**config.mk**
```make
export PLATFORM = sky130hd
export DESIGN_NAME = irq_onehot_arbiter
export DESIGN_NICKNAME = d
export VERILOG_FILES = /design/src/rtl/irq_onehot_arbiter.sv
export SDC_FILE = /design/constraint.sdc
export NUM_CORES = 1
export LEC_CHECK = 0
export BUFFER_PORTS_ARGS = -buffer_cell sky130_fd_sc_hd__buf_2
export CAP_MARGIN = 20
export CORE_ASPECT_RATIO = 0.5
export CORE_MARGIN = 5
export CORE_UTILIZATION = 30
export CTS_CLUSTER_SIZE = 16
export DETAILED_ROUTE_END_ITERATION = 12
export SETUP_SLACK_MARGIN = 0.02
export SLEW_MARGIN = 20
export SYNTH_ARGS = -nofsm -noshare
export SYNTH_HDL_FRONTEND = slang
export SYNTH_SLANG_ARGS = --single-unit
```
**constraint.sdc**
```tcl
create_clock -name clk -period 4.1 [get_ports clk]
set_input_delay 0.615 -clock clk [delete_from_list [all_inputs] [get_ports clk]]
set_output_delay 0.615 -clock clk [all_outputs]
set_load 0.05 [all_outputs]
```
**src/rtl/irq_onehot_arbiter.sv**
```systemverilog
// Round-robin interrupt arbiter: captures request lines into a pending
// register and holds a one-hot grant until the consumer acknowledges it.
module irq_onehot_arbiter #(
  parameter int N    = 8,
  parameter bit EDGE = 1'b1
) (
  input  logic         clk,
  input  logic         rst_n,
  input  logic         enable,
  input  logic [N-1:0] req,
  input  logic         ack,
  input  logic         ovf_clr,
  output logic [N-1:0] grant,
  output logic         valid,
  output logic [N-1:0] pending,
  output logic [N-1:0] overflow
);

  typedef enum logic {IDLE, GRANT} state_t;

  state_t       state_q, state_d;
  logic [N-1:0] req_q;
  logic [N-1:0] pend_q, pend_d;
  logic [N-1:0] ovf_q, ovf_d;
  logic [N-1:0] grant_q, grant_d;
  logic         valid_q, valid_d;
  logic [2:0]   ptr_q, ptr_d;
  logic [N-1:0] cap, clr, ovf_set;
  logic [2:0]   sel, idx, gidx;
  logic         found, acc;

  assign acc = (state_q == GRANT) && enable && ack;
  assign clr = acc ? grant_q : '0;

  always_comb begin
    cap = '0;
    if (enable) cap = EDGE ? (req & ~req_q) : req;
  end

  // A capture on the line being acknowledged wins over its clear
  assign pend_d  = (pend_q & ~clr) | cap;
  assign ovf_set = EDGE ? (cap & pend_q & ~clr) : '0;
  assign ovf_d   = (ovf_clr ? '0 : ovf_q) | ovf_set;

  // Scan downward so the lowest offset from ptr is kept last
  always_comb begin
    sel   = '0;
    idx   = '0;
    found = 1'b0;
    for (int k = N - 1; k >= 0; k--) begin
      idx = ptr_q + 3'(k);
      if (pend_q[idx]) begin
        sel   = idx;
        found = 1'b1;
      end
    end
  end

  always_comb begin
    gidx = '0;
    for (int i = 0; i < N; i++)
      if (grant_q[i]) gidx = 3'(i);
  end

  always_ff @(posedge clk or negedge rst_n) begin
    if (!rst_n) begin
      state_q <= IDLE;
      req_q   <= '0;
      pend_q  <= '0;
      ovf_q   <= '0;
      grant_q <= '0;
      valid_q <= 1'b0;
      ptr_q   <= '0;
    end else begin
      state_q <= state_d;
      req_q   <= req;
      pend_q  <= pend_d;
      ovf_q   <= ovf_d;
      grant_q <= grant_d;
      valid_q <= valid_d;
      ptr_q   <= ptr_d;
    end
  end

  always_comb begin
    state_d = state_q;
    unique case (state_q)
      IDLE:  if (enable && found) state_d = GRANT;
      GRANT: if (!enable || ack) state_d = IDLE;
      default: state_d = IDLE;
    endcase
  end

  always_comb begin
    grant_d = grant_q;
    valid_d = valid_q;
    ptr_d   = ptr_q;
    unique case (state_q)
      IDLE: begin
        if (enable && found) begin
          grant_d = {{(N-1){1'b0}}, 1'b1} << sel;
          valid_d = 1'b1;
        end else begin
          grant_d = '0;
          valid_d = 1'b0;
        end
      end
      GRANT: begin
        if (!enable) begin
          grant_d = '0;
          valid_d = 1'b0;
        end else if (ack) begin
          grant_d = '0;
          valid_d = 1'b0;
          ptr_d   = gidx + 3'd1;
        end
      end
      default: begin
        grant_d = '0;
        valid_d = 1'b0;
      end
    endcase
  end

  assign grant    = grant_q;
  assign valid    = valid_q;
  assign pending  = pend_q;
  assign overflow = ovf_q;

endmodule

```
[Word level (Yosys, flattened, before mapping)]
Cells that the tools add are included.
Operators by class
  reductions and logical operators: 6
  bitwise operators: 9
  mux-type cells: 52
  magnitude comparators: 8
  shift-type cells: 1
  equal/unequal tests: 1
  add/sub/neg operators: 8
Operators by type and width (count)
  $mux 8: 6
  $mux 3: 14
  $and 8x8->8: 4
  $lt 3x4->1 const B: 8
  $bmux 1 s3: 8
  $mux 1: 21
  $not 8->8: 2
  $or 8x8->8: 2
  $pmux 8 s2: 1
  $add 3x3->3 const B: 4
  $shl 1x3->8 const A: 1
  $add 3x1->3 const B: 2
  $add 3x2->3 const B: 2
  $pmux 1 s2: 2
  $logic_and 1x1->1: 3
  $ne 3x3->1 const B: 1
  $reduce_and 3->1: 1
  $logic_not 1->1: 1
  $logic_or 1x1->1: 1
  $not 1->1: 1
Word-level totals
  register bits: 37
  output and inout bits: 25
  input bits: 13

[Depth between registers and ports, before layout]
  word-level depth: 14
  depth in mapped cells: 12

[Worst setup path after synthesis]
No wires, ideal clock.
  path kind: reg2reg
  start: reg ptr_q[1]
  end: reg grant_q[4], in the netlist grant[4]
  period minus slack after synthesis: 3.030 ns
  stages on the path, launching flop included: 12
  data required time: 3.978 ns
  data arrival time: 2.908 ns
  path buffers: 2
  slack: 1.070 ns
  cell sequence: dfrtp_1 buf_4 inv_1 ha_1 buf_6 mux2_4 mux2_2 o221a_1 nor4_2 a311oi_4 and3_4 a32o_1
Between the ends
  word-level cells in the longest chain between the ends: 14
  elaborated cells on any way between the ends: 43
  those cells by class: add/sub: 7; shift: 1; mux: 34; reduce/logical: 1
Ends and longest elaborated chain
  start, declared: line 27  | logic [2:0] ptr_q, ptr_d;
  start signal, assigned: line 81  | ptr_q <= ptr_d;
  $add 3x3->3: line 51  | idx = ptr_q + 3'(k);
  $bmux 1 s3: line 52  | if (pend_q[idx]) begin
  $mux 1 (not written as such): line 52
  $mux 3 or $mux 1 (tied branches) (8 in a row): line 52
  $shl 1x3->8 or $logic_and 1x1->1 (tied branches): line 101, 100
  $mux 8 *: line 100  | if (enable && found) begin
  $pmux 8 s2 *: line 98  | unique case (state_q)
  end signal, assigned: line 79  | grant_q <= grant_d;
  end, declared: line 25  | logic [N-1:0] grant_q, grant_d;
Every way passes the cells marked *; elsewhere a longest branch is shown, timed or not. The select of a mux whose other input is x is not followed.
A chain may end at the register's enable or synchronous reset.

[Worst setup path in the final report]
  start: reg ptr_q[1]
  end: reg grant_q[6], in the netlist grant[6]
The elaborated chain is that of the path after synthesis.

==> results by group <==
GRT
  – GRT Total Usage: 12.9%
  – Initial antenna violation count: 0
  – Global-route wire length before repair: 10.8 mm
  – Largest net degree at the start of global routing: 38
  – Vias in the first global route: 2045
  – Total grt overflow: 0

Route
  – Total wire length: 6.47 mm
  – DRT iter0 DRCs: 172
  – DRT antenna net count: 0
  – 1st-pass router iterations: 4
  – Remaining DRCs: 0
  – Vias: 2092
  – Mean routed wirelength per cell: 16.5 um
  – Vias per std cell: 5.35

Worst setup path
  – Crit path launch type: flop
  – Slowest CP cell: dfrtp_1
  – Crit path kind: flop to flop
  – Worst path max stage delay: 530 ps
  – Crit path DAT: 3540 ps
  – Crit. End Element: flop
  – Worst-path maximum fanout: 8
  – Critical Path RT: 4260 ps
  – Worst path cell trace: buf_4 > ha_1 > xor2_2 > mux2_2 > o221a_1 > nor4_2 > a311oi_4 > and3_4 > a32o_1
  – Start point of the critical path: ptr_q[1]
  – Reg2reg start: ptr_q[1]
  – Register-to-register setup slack: 720 ps
  – Register-to-Register Path Depth: 9
  – Reg2reg end: grant[6]

Finish
  – Fraction of layout cells with a size suffix above 1: 27.2%
  – Commonest non-fill, non-tap cell in the layout: nand2_1
  – Commonest cells after routing, fill and taps aside: nand2_1 (42), dfrtp_1 (37), buf_2 (37)
  – Ant diodes: 0
  – Layout Cells excl Fill: 391
  – Layout area overhead: 18.6%
  – Fill count: 831
  – Final nets: 294

Logic synthesis
  – Post-synth top area cell: dfrtp_1
  – Post-Syn Nets: 257
  – Post-synth ARST share: 100%
  – Post-Synthesis Cells: 241
  – Synth area leaders: dfrtp_1 (38%), mux4_2 (12%), nand2_1 (6.4%)
  – Synth warn: 0
  – EDFF count, synth: 0
  – Synthesized area per cell: 10.2 um2
  – Synth Register Bits: 37
  – Mapped cell area: 2470 um2
  – Area share of the largest cell type after synthesis: 37.5%
  – Top FF cell, synth: dfrtp_1
  – Post-synth cell types: 55
  – Register area share after synthesis: 37.5%

CTS
  – Clock Tree Buf Depth: 2
  – Reg clk slew, reported paths: 50 ps
  – Num CTS Buffers: 5
  – CTS tree: done
  – Hold buffer count at CTS: 0
  – H-tree levels: 2
  – CTS Sinks: 37
  – Clk root buf: clkbuf_16
  – Clk_lat worst skew: 280 ps
  – Postcts setup bufs: 0
  – Post-CTS resize count: 0

Pwr
  – Pwr dens: 661 nW/um2
  – Leak Pwr: 1.22 nW
  – VDD IR-drop max: 0.000220 V

Floorplan
  – Initial core utilization: 30.9%
  – Core area: 8000 um2
  – Die ar.: 10300 um2
  – Die Height: 74.1 um
  – IO Count: 38
  – Row cnt: 23
  – Chip width: 138 um

STA
  – Final setup fails: 0
  – Clk_skew: 3.29 ps
  – Tmin final: 3380 ps
  – Max-slew headroom: 45.9%
  – Fmax: 0.296 GHz
  – Pins Over Slew Limit: 0
  – Post-route setup TNS: 0 ps
  – Fin. Hold Viols: 0
  – Worst-margin pin slew: 812 ps
  – Final Cycle Share: 82.4%
  – RSZ-0062 raised after global routing: no

Placement
  – Port bufs: 37
  – Placed cell count: 383
  – Placer Congestion: 0.906
  – Post-DP HPWL: 4.91 mm

Flow run
  – # Max-Cap Violations: 0

Worst hold path
  – Worst hold path class: input pin to asynchronous set/reset pin

Run status
  – Status: completed
[worst max-delay path by stage]
stage / to / slack (ps) / cells past startpoint
6_report: grant[6] / 720 / 9
5_1_grt: grant[6] / 350 / 9
4_1_cts: grant[6] / 710 / 9
3_5_place_dp: grant[5] / 730 / 9
3_3_place_gp: grant[5] / 800 / 9
2_1_floorplan: grant[4] / 1070 / 11
[cells in the mapped netlist, types with 2 or more instances]
library cell   n
inv_1         16
mux2i_1        5
and3_1         2
nor2_1        14
nor3b_1        2
a211o_1        3
o22ai_1       11
nor3_1         2
ha_1           3
a21o_1         3
dfrtp_1       37
or2_1          2
nand3_1        3
a32o_1         4
a31oi_1        2
mux4_2        13
o221ai_1       2
mux2_4         4
and2_1         3
mux2_2         2
clkbuf_1       4
a211oi_1       4
nand2_1       42
o31ai_1        6
nand3b_1       9
xor2_1         3
o21ai_0        6
a21oi_1        4
buf_6          3
buf_2          2
[worst max-delay path: cells and delay by family, from the launching register on]
family,cells,cell delay (ps)
buffers and inverters,1,240
muxes,1,400
adders and majority gates,1,320
DFF,1,530
AOI/OAI and AO/OA,3,720
xor gates and xnor gates,1,420
and+or+nand+nor,2,640
[per-layer routing]
| layer | up-vias | GRT usage (%) | share of wire [%] |
|---|---|---|---|
| met4 | 0 | 4.38 | 2.0 |
| met3 | 10 | 1.93 | 3.9 |
| met5 | - | 0 | 0 |
| met1 | 1037 | 17.0 | 46 |
| met2 | 65 | 22.4 | 48 |
| li1 | 980 | - | - |
[sequential cells by signal, indices dropped and copies added, names as in the netlist]
name	flops
overflow	8
pending	8
ptr_q	3
req_q	8
state_q	1
valid	1
grant	8
[stage by stage]
| stage | power, mW | area (um2) | worst slack (ps) | util (%) | hold slack (ps) |
|---|---|---|---|---|---|
| 2_1_floorplan | 1.29 | 2470 | 1070 | - | 319 |
| 3_3_place_gp | 1.48 | 2750 | 799 | 34.4 | 463 |
| 3_5_place_dp | 1.49 | 2750 | 729 | 34.4 | 476 |
| 4_1_cts | 1.93 | 2930 | 712 | 36.6 | 454 |
| 5_1_grt | 2.05 | 2930 | 348 | 36.6 | 453 |
| 6_report | 1.94 | 2930 | 723 | 36.6 | 430 |
[power breakdown]
part / total (mW) / internal, mW / switching (mW)
logic: 0.993 / 0.376 / 0.617
registers: 0.501 / 0.416 / 0.0857
clock network: 0.441 / 0.303 / 0.137
total: 1.94 / 1.10 / 0.840
[cell type report]
cell class	instances	area (um2)	share of cell area (%)
clock buffers	7	143	4.87
flip-flops and latches	37	926	31.6
inverters	16	60.1	2.05
repair buffers	41	215	7.35
clock inverters	1	30.0	1.03
multi-input cells	177	1410	48.3
well taps	112	140	4.79
[kinds of logic (layout without fill, tap and decap cells)]
group / Yosys count / in the layout / share of synthesized area (%)
flip-flops: 37 / 37 / 37.5
adder cells (fa/ha/maj): 3 / 3 / 1.52
multiplexers: 24 / 24 / 17.2
XOR/XNOR: 5 / 5 / 2.08
AND/OR/NAND/NOR: 84 / 84 / 16.5
buffers and inverters: 27 / 65 / 5.27
AO/OA/AOI/OAI: 61 / 61 / 19.9
Note: power is estimated with default switching activity, not from simulation.
